--- config.mk ---
export PLATFORM = sky130hd
export DESIGN_NAME = pipe_stage_skid_reg
export DESIGN_NICKNAME = d
export VERILOG_FILES = /design/src/rtl/pipe_stage_skid_reg.sv
export SDC_FILE = /design/constraint.sdc
export NUM_CORES = 1
export LEC_CHECK = 0
export ABC_AREA = 1
export BUFFER_PORTS_ARGS = -buffer_cell sky130_fd_sc_hd__buf_2
export CAP_MARGIN = 30
export CORE_AREA = 2 2 255 131
export DETAILED_ROUTE_END_ITERATION = 12
export DIE_AREA = 0 0 257 133
export GPL_ROUTABILITY_DRIVEN = 1
export HOLD_SLACK_MARGIN = 0.03
export MAX_ROUTING_LAYER = met4
export PLACE_DENSITY = 0.54
export SLEW_MARGIN = 20
export SYNTH_ARGS = -nofsm -noshare
export SYNTH_HDL_FRONTEND = slang
export SYNTH_SLANG_ARGS = --single-unit
--- constraint.sdc ---
create_clock -name clock -period 3.9 [get_ports clock]
set_clock_uncertainty 0.05 [all_clocks]
set_input_delay 0 -clock clock [delete_from_list [all_inputs] [get_ports clock]]
set_output_delay 0 -clock clock [all_outputs]
set_load 0.005 [all_outputs]
--- src/rtl/pipe_stage_skid_reg.sv ---
// Pipeline stage register with valid/ready handshake backed by a 2-entry skid buffer.
// Latency: 1 cycle from acceptance into an empty stage to out_valid; 1 entry/cycle sustained.
// Backpressure: in_ready depends only on registered state (~skid valid), never on out_ready.
//
// Ports: clock/reset (sync, active-high), flush (sync kill of held entries),
//   in_valid/in_ready/in_ctrl/in_dest/in_data   upstream side (word 0 in LSBs of in_data)
//   out_valid/out_ready/out_ctrl/out_dest/out_data downstream side (out_ctrl gated by out_valid)
// Optional macro PIPE_STAGE_PERF_EN adds saturating stall_cnt / bubble_cnt outputs.
module pipe_stage_skid_reg #(
    parameter int CTRL_W    = 4,
    parameter int DEST_W    = 5,
    parameter int DATA_W    = 32,
    parameter int NUM_WORDS = 2
) (
    input  logic                          clock,
    input  logic                          reset,
    input  logic                          flush,
    input  logic                          in_valid,
    output logic                          in_ready,
    input  logic [CTRL_W-1:0]             in_ctrl,
    input  logic [DEST_W-1:0]             in_dest,
    input  logic [NUM_WORDS*DATA_W-1:0]   in_data,
    output logic                          out_valid,
    input  logic                          out_ready,
    output logic [CTRL_W-1:0]             out_ctrl,
    output logic [DEST_W-1:0]             out_dest,
    output logic [NUM_WORDS*DATA_W-1:0]   out_data
`ifdef PIPE_STAGE_PERF_EN
    ,
    output logic [15:0]                   stall_cnt,
    output logic [15:0]                   bubble_cnt
`endif
);

    typedef struct packed {
        logic [CTRL_W-1:0]           ctrl;
        logic [DEST_W-1:0]           dest;
        logic [NUM_WORDS*DATA_W-1:0] data;
    } entry_t;

    entry_t m_q, s_q, in_ent;
    logic   m_v, s_v;
    logic   up_fire, dn_fire;

    assign in_ent   = '{ctrl: in_ctrl, dest: in_dest, data: in_data};
    assign in_ready = ~s_v & ~reset;
    assign up_fire  = in_valid & in_ready;
    assign dn_fire  = m_v & out_ready;

    assign out_valid = m_v;
    // Bubbles must never carry live write enables downstream.
    assign out_ctrl  = m_q.ctrl & {CTRL_W{m_v}};
    assign out_dest  = m_q.dest;
    assign out_data  = m_q.data;

    always_ff @(posedge clock) begin
        if (reset) begin
            m_v <= 1'b0;
            s_v <= 1'b0;
            m_q <= '0;
            s_q <= '0;
        end else if (flush) begin
            // Only valid bits drop; data fields keep stale contents.
            m_v <= 1'b0;
            s_v <= 1'b0;
        end else if (~m_v | dn_fire) begin
            if (s_v) begin
                // in_ready is low while S is occupied, so nothing new arrives here.
                m_q <= s_q;
                m_v <= 1'b1;
                s_v <= 1'b0;
            end else if (up_fire) begin
                m_q <= in_ent;
                m_v <= 1'b1;
            end else begin
                m_v <= 1'b0;
            end
        end else if (up_fire) begin
            s_q <= in_ent;
            s_v <= 1'b1;
        end
    end

`ifdef PIPE_STAGE_PERF_EN
    // Counters survive flush; only reset clears them.
    always_ff @(posedge clock) begin
        if (reset) begin
            stall_cnt  <= '0;
            bubble_cnt <= '0;
        end else begin
            if (in_valid & ~in_ready & (stall_cnt != 16'hFFFF))
                stall_cnt <= stall_cnt + 16'd1;
            if (~m_v & (bubble_cnt != 16'hFFFF))
                bubble_cnt <= bubble_cnt + 16'd1;
        end
    end
`endif

endmodule

* Yosys cells after proc, flatten, opt, wreduce, memory -nomap -nowiden
Index checks and enable logic that the tools add are counted.
Operators by class: reductions and logical operators 5, mux-type cells 4, bitwise operators 10
Operator list (number):
- 73-bit 2-to-1 mux | 2
- 3-bit AND reduction | 2
- 1-bit inverter | 5
- 4-bit AND | 1
- 1-bit AND | 3
- 3-bit OR reduction | 1
- 1-bit 2-to-1 mux | 2
- 2-bit nonzero test | 1
- 2-bit OR reduction | 1
- 1-bit bitwise OR | 1
Storage, ports and cells: input port bits 78, register bits 148, logic and storage cells 27, output and inout port bits 75

* Depth between registers and ports, before layout
Gate-level depths: netlist of run 1.
depth in word-level cells 5, depth in mapped cells 8, gate-level depth less buffers 6

* Worst setup path before layout of run 1
OpenSTA, ideal clock, no wires.
path kind flip-flop to flip-flop, start point register m_v (netlist: out_valid), end point register s_q[0] (netlist name), setup slack 2.592 ns, period minus slack after synthesis 1.308 ns, path buffers 2, stages on the path, launching flop included 8, arrival 1.146 ns, required time 3.737 ns, setup time 0.113 ns, cells stage by stage dfxtp_1 > buf_4 > nand2_2 > nor2_2 > buf_4 > nand3_1 > nand2_1 > nor2_1
On the way: longest elaborated chain between the ends 4, elaborated cells on any way between the ends 5, those cells by class bitwise: 4; reduce/logical: 1
Ends and longest elaborated chain:
- start: declaration | line 42 | logic m_v, s_v;
- start signal: assignment | line 58 | m_v <= 1'b0;
- start signal: assignment | line 64 | m_v <= 1'b0;
- start signal: assignment | line 70 | m_v <= 1'b1;
- 1-bit AND or 1-bit inverter (tied branches) | line 48, 66
- 1-bit bitwise OR (*) | line 66 | end else if (~m_v | dn_fire) begin
- 1-bit inverter (no line) (*)
- 3-bit AND reduction (no line) (*)
- end signal: assignment | line 79 | s_q <= in_ent;
- end: declaration | line 41 | entry_t m_q, s_q, in_ent;
Every way passes the cells marked *; elsewhere a longest branch is shown, timed or not. A chain may end at the register's enable or synchronous reset.

* Worst setup path after layout of run 1
start point register s_v, end point register s_q[2] (netlist name)
On the way: longest elaborated chain between the ends 4
Ends and longest elaborated chain:
- start: declaration | line 42
- start signal: assignment | line 59 | s_v <= 1'b0;
- start signal: assignment | line 65 | s_v <= 1'b0;
- start signal: assignment | line 71 | s_v <= 1'b0;
- 1-bit inverter | line 46 | assign in_ready = ~s_v & ~reset;
- 1-bit AND | line 46
- 1-bit AND | line 47 | assign up_fire = in_valid & in_ready;
- 3-bit AND reduction (no line)
Every way passes these cells.

==> results.yml, run 1 <==
synth:
  synth_commonest_cells: "nor2_1, nand2_1, inv_1, dfxtp_1, nand3_1"
  synth_nets: 1351
  ys_warn_count: 0
  yosysUniqueCellTypes: 18
  synth_area_leaders: "dfxtp_1, nor2_1, nand2_1"
  synth_most_common_cell: "nor2_1"
  ys_seq_elements: 148
  async_flop_share_pct: 0
  yosys.area.top_type_share_pct: 37.60
  syn_area_um2: 7880
  yosysSeqAreaShare_pct: 37.60
  syn_inst: 1273
  synth_flop_cell: "dfxtp_1"
  yosysTopAreaCell: "dfxtp_1"
  syn_avg_cell_area_um2: 6.190
  synth-edff-count: 0
critical_path:
  crit_path_start_kind: "flop"
  arrival_ps: 2450
  worstRegToRegCells: 7
  critPathKind: "reg2reg"
  rrSetupSlack_ps: 1730
  rr_endpoint: "s_q[2]$_SDFFE_PP0P_"
  reg2reg_from: "s_v$_SDFFE_PP0P_"
  end_kind: "flop"
  crit_fanout: 44
  worstPathRequired_ps: 4180
power_and_ir_drop:
  leakage_nw: 5.231
  p_per_area_nw_per_um2: 387.5
  total_power_w: 0.003796
  irDropWorstVdd_uv: 234.9
placement:
  hpwl_um: 13850
  place_area_um2: 8363
  gp_congestion: 0.7424
  port_buffers: 152
hold_path:
  min_from: "in_valid"
  hold_class: "in2reg"
  hold_end: "out_data[38]$_SDFFE_PP0P_"
  holdPathStages: 6
floorplan:
  rows: 47
  core_area_um2: 32280
  io_pins: 153
  die_y_um: 133
  die_area_um2: 34180
  fp.dieW_um: 257
  start_util_pct: 24.41
sta:
  finalCriticalPeriod_ps: 2173
  finalHoldViolCount: 0
  min_period_over_period_pct: 55.73
  drv_slew: 0
  worst_pin_slew_ps: 824.6
  grt_setup_unrepaired: "no"
  finalSetupViolations: 0
  max_freq_mhz: 460.1
  finalSetupTns_ps: 0
  maxSlewHeadroom_pct: 45.03
final_layout:
  multi_input_area_um2: 3351
  area_growth_pct: 24.33
  diodes: 0
  n_fill_cell: 3603
  fin_area_um2: 9797
  num-nets-final: 1466
  drive_above_1_share_pct: 14.85
  regArea_um2: 2967
run:
  drv_cap: 0
clock_network:
  cts_sinks: 148
  h-tree-depth: 4
  worst_skew_pair.late_latency_ps: 430
  cts_tree: "done"
  clkSlewWorstSetupHoldPaths_ps: 60
  cts_buffers: 17
  ctsResizeCount: 0
  clk_path_buf_depth: 2
  root_buffer: "clkbuf_16"
routing:
  drtIter0Drc: 391
  viasPerCell: 4.055
  route.detailed.drc: 0
  wl_per_cell_um: 12.36
  wl_um: 22770
  route.antenna.remaining_nets: 0
  firstDrtPassIters: 5
  num_vias: 7470
status:
  status: "completed"
global_route:
  antenna_found_initial: 1
  grt_pass1_wl_um: 36160
  grt_remaining_overflow: 0
  grt_max_degree: 77
  gr-usage-all-layers_pct: 14.01
  grt_pass1_vias: 6823
==> critical path, cell delays in order (launching register included) <==
cell and delay [ps]:
dfxtp_4 490, nor2_2 200, nand2_2 120, inv_2 520, buf_4 410, nand3_1 130
nand2_1 90, nor2_1 40
==> layout by cell type, fill, tap and decap left out, drive strengths merged <==
master,n
nor2,445
nand2,230
buf,163
inv,158
dfxtp,148
nand3,146
dlygate4sd3,78
clkbuf,21
bufinv,4
clkinv,3
clkinvlp,2
a21oi,2
o21bai,1
==> report_power, final <==
part           internal [W]  switching (W)
registers           0.00156      0.0000255
clock network       0.00109       0.000699
logic              0.000186       0.000237
total               0.00283       0.000962
==> cells by family after synthesis <==
| logic type | after synthesis | share of synthesized area [%] |
|---|---|---|
| compound gates | 3 | 0.2699 |
| buf+inv | 301 | 20.18 |
| simple gates | 821 | 41.95 |
| flops | 148 | 37.60 |
==> layer usage <==
layer	track usage, %	wire (um)
met5	-	0
met4	4.457	369
met3	3.199	1102
met2	21.64	9997
met1	18.11	11300
==> what timing repair did <==
action                                 CTS  global route
endpoints found under the hold margin  148             0
setup buffers                            0             0
hold buffers                            78             0
==> worst max-delay path by stage <==
stage,startpoint,endpoint,slack (ps),cells after the start
2_1_floorplan,out_valid$_SDFFE_PP0P_,s_q[0]$_SDFFE_PP0P_,2590,7
3_3_place_gp,reset,out_data[61]$_SDFFE_PP0P_,1590,7
6_report,s_v$_SDFFE_PP0P_,s_q[2]$_SDFFE_PP0P_,1730,7
3_5_place_dp,reset,out_data[63]$_SDFFE_PP0P_,1500,7
5_1_grt,s_v$_SDFFE_PP0P_,s_q[71]$_SDFFE_PP0P_,1550,7
4_1_cts,s_v$_SDFFE_PP0P_,out_data[3]$_SDFFE_PP0P_,1620,5
==> per-stage QoR <==
step | worst slack, ps | hold slack (ps) | utilization (%) | std cells
floorplan | 2592 | -24.35 | - | 1273
global placement | 1589 | 260.1 | 25.76 | 1729
detailed placement | 1503 | 262.8 | 25.90 | 1731
CTS | 1620 | 102.7 | 30.26 | 1841
global route | 1554 | 114.2 | 30.35 | 1842
finish | 1727 | 120.9 | 30.35 | 1842
==> flip-flops by register name, summed over array words and instances (netlist names) <==
register and count:
out_data 64, s_v 1, out_dest 5, out_valid 1, s_q 73, m_q 4
==> final cells by class <==
| type | instances | area share [%] |
|---|---|---|
| multi-input cells | 824 | 34.20 |
| flip-flops and latches | 148 | 30.28 |
| repair buffers | 241 | 17.50 |
| inverters | 156 | 6.003 |
| well taps | 441 | 5.632 |
| clock buffers | 21 | 4.598 |
| clock inverters | 11 | 1.788 |
Note: power is estimated with default switching activity, not from simulation.
==> run 2, diff against run 1 <==
--- a/config.mk
+++ b/config.mk
@@ -5,12 +5,12 @@
 export SDC_FILE = /design/constraint.sdc
 export NUM_CORES = 1
 export LEC_CHECK = 0
-export ABC_AREA = 1
+export ABC_AREA = 0
 export BUFFER_PORTS_ARGS = -buffer_cell sky130_fd_sc_hd__buf_2
 export CAP_MARGIN = 30
-export CORE_AREA = 2 2 255 131
+export CORE_AREA = 2 2 247 127
 export DETAILED_ROUTE_END_ITERATION = 12
-export DIE_AREA = 0 0 257 133
+export DIE_AREA = 0 0 249 129
 export GPL_ROUTABILITY_DRIVEN = 1
 export HOLD_SLACK_MARGIN = 0.03
 export MAX_ROUTING_LAYER = met4
==> constraint.sdc (replaced) <==
create_clock -name clock -period 2.1 [get_ports clock]
set_clock_uncertainty 0.05 [all_clocks]
set_input_delay 0 -clock clock [delete_from_list [all_inputs] [get_ports clock]]
set_output_delay 0 -clock clock [all_outputs]
set_load 0.005 [all_outputs]
==> results.yml, run 2 <==
status:
  status: "completed"
synth:
  synth_commonest_cells: "dfxtp_1, nor2_1, nor2b_1"
  yosys.area.top_type_share_pct: 40.13
  syn_avg_cell_area_um2: 9.037
  synth_most_common_cell: "dfxtp_1"
  synth_nets: 895
  synth-edff-count: 0
  syn_inst: 817
  synth_area_leaders: "dfxtp_1, mux2_2, mux2i_1"
  async_flop_share_pct: 0
  synth_flop_cell: "dfxtp_1"
  ys_seq_elements: 148
  yosysSeqAreaShare_pct: 40.13
  yosysTopAreaCell: "dfxtp_1"
  syn_area_um2: 7383
  yosysUniqueCellTypes: 22
  ys_warn_count: 0
routing:
  drtIter0Drc: 365
  firstDrtPassIters: 4
  wl_um: 20360
  wl_per_cell_um: 15.08
  num_vias: 5886
  viasPerCell: 4.360
  route.detailed.drc: 0
  route.antenna.remaining_nets: 0
sta:
  min_period_over_period_pct: 87.60
  drv_slew: 0
  finalSetupTns_ps: 0
  finalSetupViolations: 0
  worst_pin_slew_ps: 498.5
  fin_ws_ps: 260.5
  finalCriticalPeriod_ps: 1840
  max_freq_mhz: 543.6
  grt_setup_unrepaired: "no"
  finalHoldViolCount: 0
  maxSlewHeadroom_pct: 66.77
  holdWs_ps: 76.95
final_layout:
  diodes: 0
  fin_cells: 1350
  final_cell_mix: "buf_2, dfxtp_1, dlygate4sd3_1, nor2_1, nor2b_1"
  regArea_um2: 2967
  num-nets-final: 1016
  final_common_cell: "buf_2"
  largest_reg_flops: 73
  area_growth_pct: 26.45
  drive_above_1_share_pct: 29.23
  largest_register: "s_q"
  multi_input_area_um2: 3513
  n_fill_cell: 3109
floorplan:
  core_area_um2: 29900
  die_area_um2: 32120
  start_util_pct: 24.70
  die_y_um: 129
  io_pins: 153
  fp.dieW_um: 249
  rows: 45
placement:
  preCtsSetupSlack_ps: 301.3
  gp_congestion: 0.7082
  port_buffers: 152
  placed_cells: 1241
  hpwl_um: 12830
critical_path:
  arrival_ps: 2190
  crit_fanout: 24
  critPathKind: "reg2reg"
  rrSetupSlack_ps: 260
  worstRegToRegCells: 4
  reg2reg_from: "s_v$_SDFFE_PP0P_"
  crit_path_start_kind: "flop"
  worstPathRequired_ps: 2450
  end_kind: "flop"
  rr_endpoint: "out_valid$_SDFFE_PP0P_"
power_and_ir_drop:
  p_per_area_nw_per_um2: 721.3
  irDropWorstVdd_uv: 571.6
  leakage_nw: 3.686
  total_power_w: 0.006734
clock_network:
  cts_setup_buffers: 0
  clk_path_buf_depth: 2
  clkSlewWorstSetupHoldPaths_ps: 70
  h-tree-depth: 4
  cts_sinks: 148
  worst_skew_pair.late_latency_ps: 450
  root_buffer: "clkbuf_16"
  cts_tree: "done"
  cts_buffers: 17
hold_path:
  hold_end: "s_q[2]$_SDFFE_PP0P_"
  min_from: "out_ready"
  hold_class: "in2reg"
  holdPathStages: 5
global_route:
  grt_pass1_wl_um: 32130
  antenna_found_initial: 0
  grt_pass1_vias: 5864
  grt_max_degree: 106
  gr-usage-all-layers_pct: 13.39
  grt_remaining_overflow: 0
run:
  drv_cap: 0
==> run 2: changes by cell type after synthesis, sizes merged, moves of 36 or more <==
cell,before,now
a21oi,2,73
buf,144,105
clkbuf,1,37
inv,156,1
mux2,0,73
mux2i,0,73
nand2,230,0
nand3,146,73
nor2,445,76
nor2b,0,75
o21ai,0,73
==> run 2: critical path, stage by stage (launching register included) <==
cell,delay [ps]
dfxtp_4,420
buf_4,390
nor2_1,120
a211oi_1,220
dlygate4sd3_1,570
==> run 2: stage by stage <==
step | util (%) | area (um2)
global route | 31.23 | 9336
finish | 31.23 | 9336
detailed placement | 26.63 | 7963
global placement | 26.63 | 7963
floorplan | - | 7383
CTS | 31.23 | 9336
==> run 2: area by class of cell <==
class / count / share of cell area [%]
inverter: 1 / 0.04020
tap: 399 / 5.347
clock inverter: 14 / 1.756
multi-input combinational: 526 / 37.63
sequential: 148 / 31.77
timing repair buffer: 244 / 18.75
clock buffer: 18 / 4.704
==> run 2: worst max path at each step <==
stage                     depth (start not counted)                         to  slack (ps)                    from
after floorplan                                   6  out_data[33]$_SDFFE_PP0P_         530        s_v$_SDFFE_PP0P_
after global placement                            4       s_q[63]$_SDFFE_PP0P_         310  out_valid$_SDFFE_PP0P_
after detailed placement                          4       s_q[64]$_SDFFE_PP0P_         300  out_valid$_SDFFE_PP0P_
after CTS                                         4     out_valid$_SDFFE_PP0P_         220        s_v$_SDFFE_PP0P_
after global routing                              4     out_valid$_SDFFE_PP0P_         120        s_v$_SDFFE_PP0P_
final                                             4     out_valid$_SDFFE_PP0P_         260        s_v$_SDFFE_PP0P_
==> run 2: cells by family after synthesis <==
logic type	count (synthesis)	synth area share [%]
AND/OR/NAND/NOR	232	15.98
buffers and inverters	143	12.69
flip-flops	148	40.13
AO/OA/AOI/OAI	148	10.17
multiplexers	146	21.03
==> run 2: timing repair <==
item | CTS | global route
hold endpoints to repair | 148 | 0
hold buffers | 77 | 0
gates resized for setup | 0 | 0
==> run 2: power by group <==
part	leakage (nW)	internal [W]	switching, W
sequential	1.20	0.00286	0.0000254
clock	0.295	0.00182	0.00138
combinational	2.19	0.000325	0.000330
total	3.69	0.00500	0.00173
==> run 2: routing by layer <==
metal	up-vias	GRT usage (%)	part of all wire, %
met2	121	20.66	44
li1	2961	-	-
met1	2791	17.08	50
met4	0	3.387	0.84
met5	-	-	0
met3	13	4.107	5.1
